<file path="config.mk">
export PLATFORM = sky130hd
export DESIGN_NAME = fifo_beat_unpacker
export DESIGN_NICKNAME = d
export VERILOG_FILES = /design/src/rtl/fifo_beat_unpacker.sv
export SDC_FILE = /design/constraint.sdc
export NUM_CORES = 1
export LEC_CHECK = 0
export ABC_AREA = 0
export CAP_MARGIN = 20
export CORE_ASPECT_RATIO = 0.7
export CORE_MARGIN = 2
export CORE_UTILIZATION = 30
export CTS_BUF_LIST = sky130_fd_sc_hd__clkbuf_2 sky130_fd_sc_hd__clkbuf_4 sky130_fd_sc_hd__clkbuf_8
export CTS_CLUSTER_DIAMETER = 50
export DETAILED_ROUTE_END_ITERATION = 12
export GPL_TIMING_DRIVEN = 0
export PLACE_DENSITY = 0.61
export SYNTH_ARGS = -nofsm -noshare
export SYNTH_HDL_FRONTEND = slang
export SYNTH_SLANG_ARGS = --single-unit
</file>
<file path="constraint.sdc">
create_clock -name clk_out -period 3 [get_ports clk_out]
set_clock_uncertainty 0.15 [all_clocks]
set_input_delay 0.6 -clock clk_out [delete_from_list [all_inputs] [get_ports clk_out]]
set_output_delay 0.6 -clock clk_out [all_outputs]
set_load 0.02 [all_outputs]
</file>
<file path="src/rtl/fifo_beat_unpacker.sv">
// Read-side unpacker: pops DSIZE-bit words from a show-ahead FIFO and emits OUT_W-bit beats, LSB first.
// Optional macro UNPACK_WORD_CNT_EN adds a saturating 16-bit word_cnt output.
module fifo_beat_unpacker #(
  parameter int DSIZE = 140,
  parameter int OUT_W = 16
) (
  input  logic             clk_out,
  input  logic             rst,
  input  logic             fifo_empty,
  input  logic [DSIZE-1:0] data_from_fifo,
  output logic             fifo_r_enable,
  output logic [OUT_W-1:0] dout_data,
  output logic             dout_valid,
  output logic             dout_last,
  input  logic             dout_ready
`ifdef UNPACK_WORD_CNT_EN
  ,
  output logic [15:0]      word_cnt
`endif
);

  localparam int NBEATS = (DSIZE + OUT_W - 1) / OUT_W;
  localparam int CNT_W  = (NBEATS > 1) ? $clog2(NBEATS) : 1;
  localparam int PAD_W  = NBEATS * OUT_W;
  localparam logic [CNT_W-1:0] LAST_CNT = CNT_W'(NBEATS - 1);

  typedef enum logic {EMPTY, SEND} state_t;

  state_t             state_q, state_d;
  logic [DSIZE-1:0]   hold_q;
  logic [CNT_W-1:0]   beat_cnt, beat_cnt_d;
  logic [PAD_W-1:0]   hold_pad;
  logic               xfer;
  logic               last_xfer;

  // Zero-extend the held word so the final beat pads with zeros when DSIZE % OUT_W != 0.
  always_comb begin
    hold_pad             = '0;
    hold_pad[DSIZE-1:0]  = hold_q;
  end

  always_comb begin
    dout_valid    = (state_q == SEND);
    dout_last     = dout_valid && (beat_cnt == LAST_CNT);
    dout_data     = hold_pad[beat_cnt*OUT_W +: OUT_W];
    xfer          = dout_valid && dout_ready;
    last_xfer     = dout_last && dout_ready;
    fifo_r_enable = !rst && !fifo_empty && ((state_q == EMPTY) || last_xfer);
  end

  always_comb begin
    state_d    = state_q;
    beat_cnt_d = beat_cnt;
    case (state_q)
      EMPTY: begin
        if (fifo_r_enable) begin
          state_d    = SEND;
          beat_cnt_d = '0;
        end
      end
      SEND: begin
        if (xfer) begin
          if (beat_cnt != LAST_CNT) begin
            beat_cnt_d = beat_cnt + 1'b1;
          end else if (fifo_r_enable) begin
            // Reload on the last-beat edge keeps beats flowing with no bubble.
            beat_cnt_d = '0;
          end else begin
            state_d    = EMPTY;
            beat_cnt_d = '0;
          end
        end
      end
      default: begin
        state_d    = EMPTY;
        beat_cnt_d = '0;
      end
    endcase
  end

  always_ff @(posedge clk_out) begin
    if (rst) begin
      state_q  <= EMPTY;
      beat_cnt <= '0;
      hold_q   <= '0;
    end else begin
      state_q  <= state_d;
      beat_cnt <= beat_cnt_d;
      if (fifo_r_enable) begin
        hold_q <= data_from_fifo;
      end
    end
  end

`ifdef UNPACK_WORD_CNT_EN
  function automatic logic [15:0] sat_inc(input logic [15:0] v);
    return (v == 16'hFFFF) ? v : v + 16'd1;
  endfunction

  always_ff @(posedge clk_out) begin
    if (rst) begin
      word_cnt <= '0;
    end else if (last_xfer) begin
      word_cnt <= sat_inc(word_cnt);
    end
  end
`endif

endmodule

</file>
==> results of run 1 <==
final cells by class:
cell class                 instances  area share [%]
multi-input combinational        550            35.2
clock inverter                     9           0.988
inverter                           2          0.0885
buffer                            62            4.08
tap                              270            3.98
timing repair buffer             162            18.1
clock buffer                      21            3.33
sequential                       145            34.2
final timing paths:
check / depth (start not counted) / endpoint / from / slack (ns)
max: 6 / dout_data[10] / beat_cnt[0] / 0.06
min: 2 / hold_q[91] / hold_q[91] / 0.31
max reg2reg: 11 / hold_q[63] / beat_cnt[0] / 0.59
min reg2reg: 2 / hold_q[91] / hold_q[91] / 0.31
logic make-up (layout without fill, tap and decap cells):
| logic type | after synthesis | after routing |
|---|---|---|
| simple gates | 325 | 325 |
| compound gates | 175 | 175 |
| flops | 145 | 145 |
| buf+inv | 65 | 256 |
| mux | 48 | 48 |
| fa+ha+maj | 2 | 2 |
metal layers:
metal | wire, um | vias up | GRT usage, %
met5 | 16 | - | 0
met4 | 388 | 2 | 5.79
met3 | 1830 | 26 | 5.19
met2 | 8340 | 220 | 26.8
met1 | 10800 | 2661 | 29.4
li1 | - | 2905 | -
worst min-delay path: stages (launching register included):
cell     delay [ns]
dfxtp_1        0.31
nand2_1        0.05
a21oi_1        0.05
synth_stat cells, types with 4 or more instances:
library cell,count,area [um^2]
nand2_1,295,1110
dfxtp_1,145,2900
a21oi_1,144,721
buf_2,34,170
mux2_2,24,270
clkbuf_1,22,82.6
nor2_1,22,82.6
mux4_2,20,450
o22ai_1,12,75.1
o31ai_1,12,90.1
buf_4,5,37.5
mux2i_1,4,40.0
power groups by stage:
stage / clock, mW / sequential, mW / combinational [mW]
3_3_place_gp: 0 / 2.14 / 0.680
3_5_place_dp: 0 / 2.14 / 0.686
4_1_cts: 1.47 / 2.09 / 0.680
5_1_grt: 1.56 / 2.11 / 0.736
2_1_floorplan: 0 / 2.11 / 0.339
6_report: 1.46 / 2.10 / 0.679
through the flow:
step                util [%]  area [um^2]  power (mW)  hold WS, ns  setup TNS, ns
floorplan                  -         6190        2.45        0.283              0
detailed placement      40.7         8140        2.82        0.293         -0.645
CTS                     42.5         8510        4.25        0.304         -0.819
finish                  42.4         8480        4.23        0.306              0
global placement        40.7         8140        2.82        0.289         -0.573
global route            42.4         8480        4.40        0.317        -0.0756
flip-flops by register name, indices dropped and copies added (netlist names):
register    flops
hold_q        140
beat_cnt        4
dout_valid      1
what timing repair did:
item                                    4_1_cts  5_1_grt
endpoints found under the setup margin       18       18
buffers inserted                              0        1
resized for setup                            39       54
cloned                                        0        0
hold endpoints to repair                      0        0
==> metrics.txt, run 1 <==
startpoint types flip-flop; Detail Route Antenna Nets 0; initial drt markers 424; crit path cell chain clkbuf_4, buf_8, mux4_2, nor2_1, o31ai_1, clkdlybuf4s15_1; CTS Buf Count 17; per-cell routed wire length 17.5 um; clk_lat worst skew 0.43 ns; Syn Area/Cell 8.14 um^2; Via Count 5814; pre-CTS WS -0.364 ns; endpoints failing hold 0; n_diodes 0; largest fanout on the critical path 10; core footprint 20000 um^2; deepest clock path buffer count 2; post-layout net count 1086; initial antenna violation count 1; Tmin final 2.94 ns; power share of the clock group 34.5%; Switching Share 27.0%; IO buf count ~160; Reg power frac 49.5%; CP bufs+invs 3; EDFF count, synth 0; io pins 163; Final HPWL DP 16700 um; Pwr per Cell Area between 400 and 500 nW/um^2; top_reg_cell synth dfxtp_1; largest net degree at the start of global routing 17; hold buffer count at cts 0; GRT Overall Usage 19.5%; Worst-path clk slew 0.08 ns; largest family of logic cells by synthesized area simple AND/OR/NAND/NOR gates; Non-Filler Instances 1221; synthesized flop and latch total approximately 150; simple-gate share of the synthesized area 20.3%; H-tree levels 4; Slew Limit Fails 0; # setup viols final 0; Netlist cell types 30; RSZ-0062 raised after global routing true; filler instances 2066; max cap viols 0; number of synthesis warnings 0; Sink Count between 100 and 150; crit path setup slack, layout 0.0573 ns; transition time of the tightest slew-check pin 0.623 ns; Die Wd 176 um; share of cells above drive strength 1 15.1%; ys async rst share 0%; vias per cell 4.76; Synth Area in Compound Gates 15.1%; die height 124 um; first-pass GRT wire length ~31000 um; Clock Tree Root clkbuf_8; vias in the first global route 5596; P_sw 1.14 mW; status complete, no violations; slowest CP cell mux4_2; most frequent cells in the layout nand2_1 (295), a21oi_1 (144), dfxtp_1 (144); placed insts 1191; relative slew slack 58.5%; final WL 21400 um; Tcrit/Tclk final 98.1%; CP delay by family, top buffers and inverters; critical path arrival 2.19 ns; Pre-antenna DRT Iters 5; element type at the critical path end output port; Peak VDD IR 0.258 mV; register area 2900 um^2; GRT overflow 0; logic gate share of total power 16.0%; Seq/Total Area, Yosys 46.9%; multi-input logic area 2980 um^2; min-delay worst type flip-flop to flip-flop; Initial Util a little under a third; Post-Syn Instances 760; achievable frequency 340 MHz; Worst EP required 2.25 ns; Mapped Nets between 900 and 1000; commonest non-fill, non-tap cell in the layout nand2_1; CTS tree yes; # DRC 0; Pleak 3.19 nW; WS Path Type flip-flop to output port; post-synthesis xor/xnor area fraction 0%; crit-path max cell delay 0.52 ns; area delta synth->final 37.1%; internal power 3.09 mW; # rows 43; gp weighted congestion 0.923; post-synthesis cell area 6190 um^2; multiplexer area fraction after synthesis 12.3%; die area 21800 um^2; Post-Synth Adder-Cell Area 0.404%
No activity file was read; power rests on OpenSTA's default activity.
==> run 2, diff against run 1 <==
REMOVE_ABC_BUFFERS = 1   (was not set)
==> run 2 against run 1 <==
Register-to-register slack worse by 0.19 ns; first-iteration DRC count is 20% lower; hold slack worse by 0.0024 ns; critical path depth is 1 higher; total power is 3.2% higher; combinational power is 4.7% lower; die area stayed put.
==> metrics.txt, run 2 (synthesized netlist as in run 1, its figures left out) <==
status complete, no violations (unchanged); gp weighted congestion 0.719 (was 0.923); crit path setup slack, layout 0.131 ns (was 0.0573 ns); vias in the first global route 5277 (was 5596); largest fanout on the critical path 14 (was 10); max reg flops 140 (unchanged); initial drt markers 341 (was 424); Slew Limit Fails 0 (unchanged); Reg power frac 47.7% (was 49.5%); Pre-antenna DRT Iters 4 (was 5); CP delay by family, top buffers and inverters (unchanged); R2R Setup Slk 0.40 ns (was 0.59 ns); H-tree levels 4 (unchanged); Pwr per Cell Area 506 nW/um^2 (was 499 nW/um^2); IO buf count 162 (was 161); P_sw 1.14 mW (about the same); reg2reg path depth 10 (was 11); Via Count 5597 (was 5814); internal power 3.23 mW (was 3.09 mW); # setup viols final 0 (unchanged); Worst-path clk slew 0.08 ns (about the same); n_diodes 0 (unchanged); GRT Overall Usage 17.3% (was 19.5%); core footprint 20000 um^2 (unchanged); clk_lat worst skew 0.44 ns (was 0.43 ns); CTS tree yes (unchanged); vias per cell 4.70 (was 4.76); slowest CP cell dfxtp_4 (was mux4_2); die height 124 um (unchanged); io pins 163 (unchanged); hold path cells 2 (unchanged); pre-CTS WS -1.05 ns (was -0.364 ns); die area 21800 um^2 (unchanged); post-layout net count 1054 (was 1086); commonest non-fill, non-tap cell in the layout nand2_1 (unchanged); startpoint types flip-flop (unchanged); initial antenna violation count 0 (was 1); Switching Share 26.1% (was 27.0%); # DRC 0 (unchanged); power share of the clock group 37.5% (was 34.5%); crit path cell chain clkinvlp_4, buf_4, ha_1, nand4b_1, a21o_4, nor2_1, dlygate4sd2_1 (was clkbuf_4, buf_8, mux4_2, nor2_1, o31ai_1, clkdlybuf4s15_1); Initial Util 30.9% (unchanged); Clock Tree Root clkbuf_8 (unchanged); min-delay worst type flip-flop to flip-flop (unchanged); achievable frequency 349 MHz (was 340 MHz); Detail Route Antenna Nets 0 (unchanged); transition time of the tightest slew-check pin 0.773 ns (was 0.623 ns); WS Path Type flip-flop to output port (unchanged); crit-path max cell delay 0.38 ns (was 0.52 ns); deepest clock path buffer count 2 (unchanged); first-pass GRT wire length 28800 um (was 31400 um); area delta synth->final 39.4% (was 37.1%); critical path arrival 2.12 ns (was 2.19 ns); CTS Buf Count 17 (unchanged); logic gate share of total power 14.8% (was 16.0%); most frequent cells in the layout nand2_1 (294), a21oi_1 (144), clkdlybuf4s50_1 (143) (was nand2_1 (295), a21oi_1 (144), dfxtp_1 (144)); Pleak 3.20 nW (was 3.19 nW); Final HPWL DP 11500 um (was 16700 um); Hold Worst Slack 0.303 ns (was 0.306 ns); element type at the critical path end output port (unchanged); Tmin final 2.87 ns (was 2.94 ns); Tcrit/Tclk final 95.6% (was 98.1%); share of cells above drive strength 1 13.9% (was 15.1%); setup TNS 0 ns (unchanged); per-cell routed wire length 15.8 um (was 17.5 um); Die Wd 176 um (unchanged); # rows 43 (unchanged); final WL 18800 um (was 21400 um); Crit path depth 7 (was 6); max cap viols 0 (unchanged); final core utilization 43.1% (was 42.4%); RSZ-0062 raised after global routing false (was true); Sink Count 145 (unchanged); Peak VDD IR 0.217 mV (was 0.258 mV); Worst EP required 2.25 ns (about the same); largest net degree at the start of global routing 90 (was 17); relative slew slack 48.4% (was 58.5%); endpoints failing hold 0 (unchanged); hold buffer count at cts 0 (unchanged); Largest Register hold_q (unchanged); CP bufs+invs 3 (unchanged); GRT overflow 0 (unchanged)
-- run 2: cell count changes in the layout (fill, tap and decap cells not counted), sizes merged --
cell         before  now
clkbuf           54   19
buf              46   40
dlygate4sd2       1    6
clkinvlp          1    4
a21o              1    3
bufinv            1    3
clkinv            6    4
-- run 2: final cells by class --
cell class	instances	area (um^2)
Clock buffer	19	255
Clock inverter	12	158
Fill cell	2012	11400
Inverter	2	11.3
Multi-Input combinational cell	552	3020
Sequential cell	145	2920
Tap cell	270	338
Timing Repair Buffer	190	1930
-- run 2: tightest hold or removal path: cells and delay by family, from the launching register on --
kind | cells | cell delay, ns
flip-flops | 1 | 0.31
AO/OA/AOI/OAI | 1 | 0.05
AND/OR/NAND/NOR | 1 | 0.05
-- run 2: stage by stage --
stage          std cells  power (mW)  instance area, um^2
3_3_place_gp        1129        2.77                 7840
2_1_floorplan        697        2.41                 5880
3_5_place_dp        1137        2.77                 8050
6_report            1190        4.37                 8630
5_1_grt             1190        4.57                 8630
4_1_cts             1189        4.43                 8620
-- run 2: what timing repair did --
item | CTS | global route
gates resized for setup | 77 | 0
setup buffers | 19 | 1
endpoints found under the setup margin | 155 | 12
hold endpoints to repair | 0 | 0
cloned | 2 | 0
pin swaps | 3 | 1
-- run 2: power groups by stage --
stage | combinational (mW) | sequential (mW) | clock, mW
after detailed placement | 0.626 | 2.15 | 0
final | 0.647 | 2.08 | 1.64
after global routing | 0.710 | 2.10 | 1.77
after global placement | 0.625 | 2.14 | 0
after floorplan | 0.283 | 2.13 | 0
after CTS | 0.656 | 2.08 | 1.69
-- run 2: routing by layer --
| layer | vias to the layer above | track usage [%] | share of wire, % |
|---|---|---|---|
| li1 | 2843 | - | - |
| met1 | 2590 | 24.4 | 49 |
| met2 | 151 | 26.3 | 43 |
| met3 | 13 | 4.73 | 7.0 |
| met4 | 0 | 4.18 | 0.75 |
| met5 | - | 0 | 0 |
-- run 2: final timing paths --
path,start,to
min,hold_q[119],hold_q[119]
max reg2reg,beat_cnt[1],hold_q[58]
min reg2reg,hold_q[119],hold_q[119]
max,beat_cnt[1],fifo_r_enable
==> run 3, diff against run 2 <==
SKIP_LAST_GASP = 1   (was not set)
==> run 3 against run 2 <==
Register-to-register slack is essentially flat; non-clock buffer count stayed put; via count shrank 0.43%; cell count did not move; global-route usage unchanged; combinational power about the same; utilization is 0.050 points higher.
==> metrics.txt, run 3 (synthesized netlist as in run 1, its figures left out) <==
status complete, no violations (unchanged); largest fanout on the critical path 14 (unchanged); core footprint 20000 um^2 (unchanged); filler instances 2014 (was 2012); WS Path Type flip-flop to output port (unchanged); critical path arrival 2.13 ns (was 2.12 ns); gp weighted congestion 0.719 (unchanged); vias per cell 4.68 (was 4.70); GRT overflow 0 (unchanged); Initial Util 30.9% (unchanged); placed insts 1137 (unchanged); hold path cells 2 (unchanged); relative slew slack 48.6% (was 48.4%); hold buffer count at cts 0 (unchanged); Worst EP required 2.25 ns (about the same); Pleak 3.21 nW (was 3.20 nW); # rows 43 (unchanged); per-cell routed wire length 15.8 um (about the same); first-pass GRT wire length 28800 um (about the same); Die Wd 176 um (unchanged); Tcrit/Tclk final 96.0% (was 95.6%); startpoint types flip-flop (unchanged); vias in the first global route 5276 (was 5277); transition time of the tightest slew-check pin 0.769 ns (was 0.773 ns); pre-CTS WS -1.05 ns (unchanged); H-tree levels 4 (unchanged); Critical R2R Launch beat_cnt[1] (unchanged); Worst-path clk slew 0.08 ns (about the same); Final HPWL DP 11500 um (unchanged); CTS tree yes (unchanged); die area 21800 um^2 (unchanged); Tot Pwr 4.37 mW (about the same); die height 124 um (unchanged); RSZ-0062 raised after global routing false (unchanged); multi-input logic area 3020 um^2 (unchanged); R2R Setup Slk 0.40 ns (about the same); Worst Hold Endpoint hold_q[119] (unchanged); Pwr per Cell Area 506 nW/um^2 (about the same); Largest Register hold_q (unchanged); element type at the critical path end output port (unchanged); max cap viols 0 (unchanged); area delta synth->final 39.6% (was 39.4%); GRT Overall Usage 17.3% (unchanged); CTS Buf Count 17 (unchanged); Slew Limit Fails 0 (unchanged); Hold Startpoint hold_q[119] (unchanged); Sink Count 145 (unchanged); Hold Worst Slack 0.304 ns (was 0.303 ns); IO buf count 162 (unchanged); reg2reg path depth 10 (unchanged); achievable frequency 347 MHz (was 349 MHz); deepest clock path buffer count 2 (unchanged); # setup viols final 0 (unchanged); Via Count 5573 (was 5597); Non-Filler Instances 1190 (unchanged); Tmin final 2.88 ns (was 2.87 ns); n_diodes 0 (unchanged); most frequent cells in the layout nand2_1 (294), a21oi_1 (144), clkdlybuf4s50_1 (143) (unchanged); endpoints failing hold 0 (unchanged); initial antenna violation count 0 (unchanged); share of cells above drive strength 1 13.9% (unchanged); io pins 163 (unchanged); clk_lat worst skew 0.44 ns (about the same); crit path setup slack, layout 0.121 ns (was 0.131 ns); min-delay worst type flip-flop to flip-flop (unchanged); final core utilization 43.2% (was 43.1%); initial drt markers 337 (was 341); register area 2920 um^2 (unchanged); Clock Tree Root clkbuf_8 (unchanged); Detail Route Antenna Nets 0 (unchanged); max reg flops 140 (unchanged); post-layout net count 1054 (unchanged); worst r2r dst hold_q[58] (unchanged); final WL 18800 um (about the same); Peak VDD IR 0.217 mV (about the same); # DRC 0 (unchanged); largest net degree at the start of global routing 90 (unchanged); Pre-antenna DRT Iters 7 (was 4); commonest non-fill, non-tap cell in the layout nand2_1 (unchanged)
==> run 3: area by class of cell <==
cell class / count / share of cell area, %
clock inverters: 12 / 1.83
multi-input cells: 552 / 35.0
flip-flops and latches: 145 / 33.8
inverters: 2 / 0.130
repair buffers: 190 / 22.4
clock buffers: 19 / 2.95
well taps: 270 / 3.91
==> run 3: worst max-delay path, cell delays in order, from the launching register on <==
cell           delay, ns
dfxtp_4             0.38
clkinvlp_4          0.07
buf_4               0.16
ha_1                0.18
nand4b_1            0.13
a21o_4              0.32
nor2_1              0.10
dlygate4sd2_1       0.34
==> run 3: how the worst max path moves through the flow <==
stage,startpoint,to,slack (ns),cells after the start
after floorplan,beat_cnt[0],fifo_r_enable,-2.50,5
after global placement,beat_cnt[0],fifo_r_enable,-4.94,6
after detailed placement,beat_cnt[1],dout_data[4],-1.05,5
after CTS,beat_cnt[2],dout_data[4],-0.07,7
after global routing,beat_cnt[1],fifo_r_enable,0.006,7
final,beat_cnt[1],fifo_r_enable,0.12,7
==> run 3: repair_timing <==
item | 4_1_cts | 5_1_grt
buffers inserted | 19 | 1
setup endpoints to repair | 155 | 12
pin swaps | 3 | 1
gates cloned | 2 | 0
resized for setup | 76 | 5
==> run 3: power by group <==
part / switching [mW] / internal [mW] / total, mW
clock network: 0.789 / 0.854 / 1.64
registers: 0.0538 / 2.03 / 2.08
logic: 0.302 / 0.348 / 0.650
total: 1.14 / 3.23 / 4.37
==> run 3: through the flow <==
step                      area (um^2)  setup TNS (ns)
after floorplan                  5880         -265.18
after global placement           7840         -634.23
after detailed placement         8050          -50.57
after CTS                        8630         -0.0724
after global routing             8640               0
final                            8640               0
==> run 3: routing by layer <==
layer  wire [um]  track usage, %  up-vias
met4         150            4.18        0
met5           0               0        -
met3        1150            4.73       15
li1            -               -     2839
met2        8110            26.3      133
met1        9360            24.4     2586
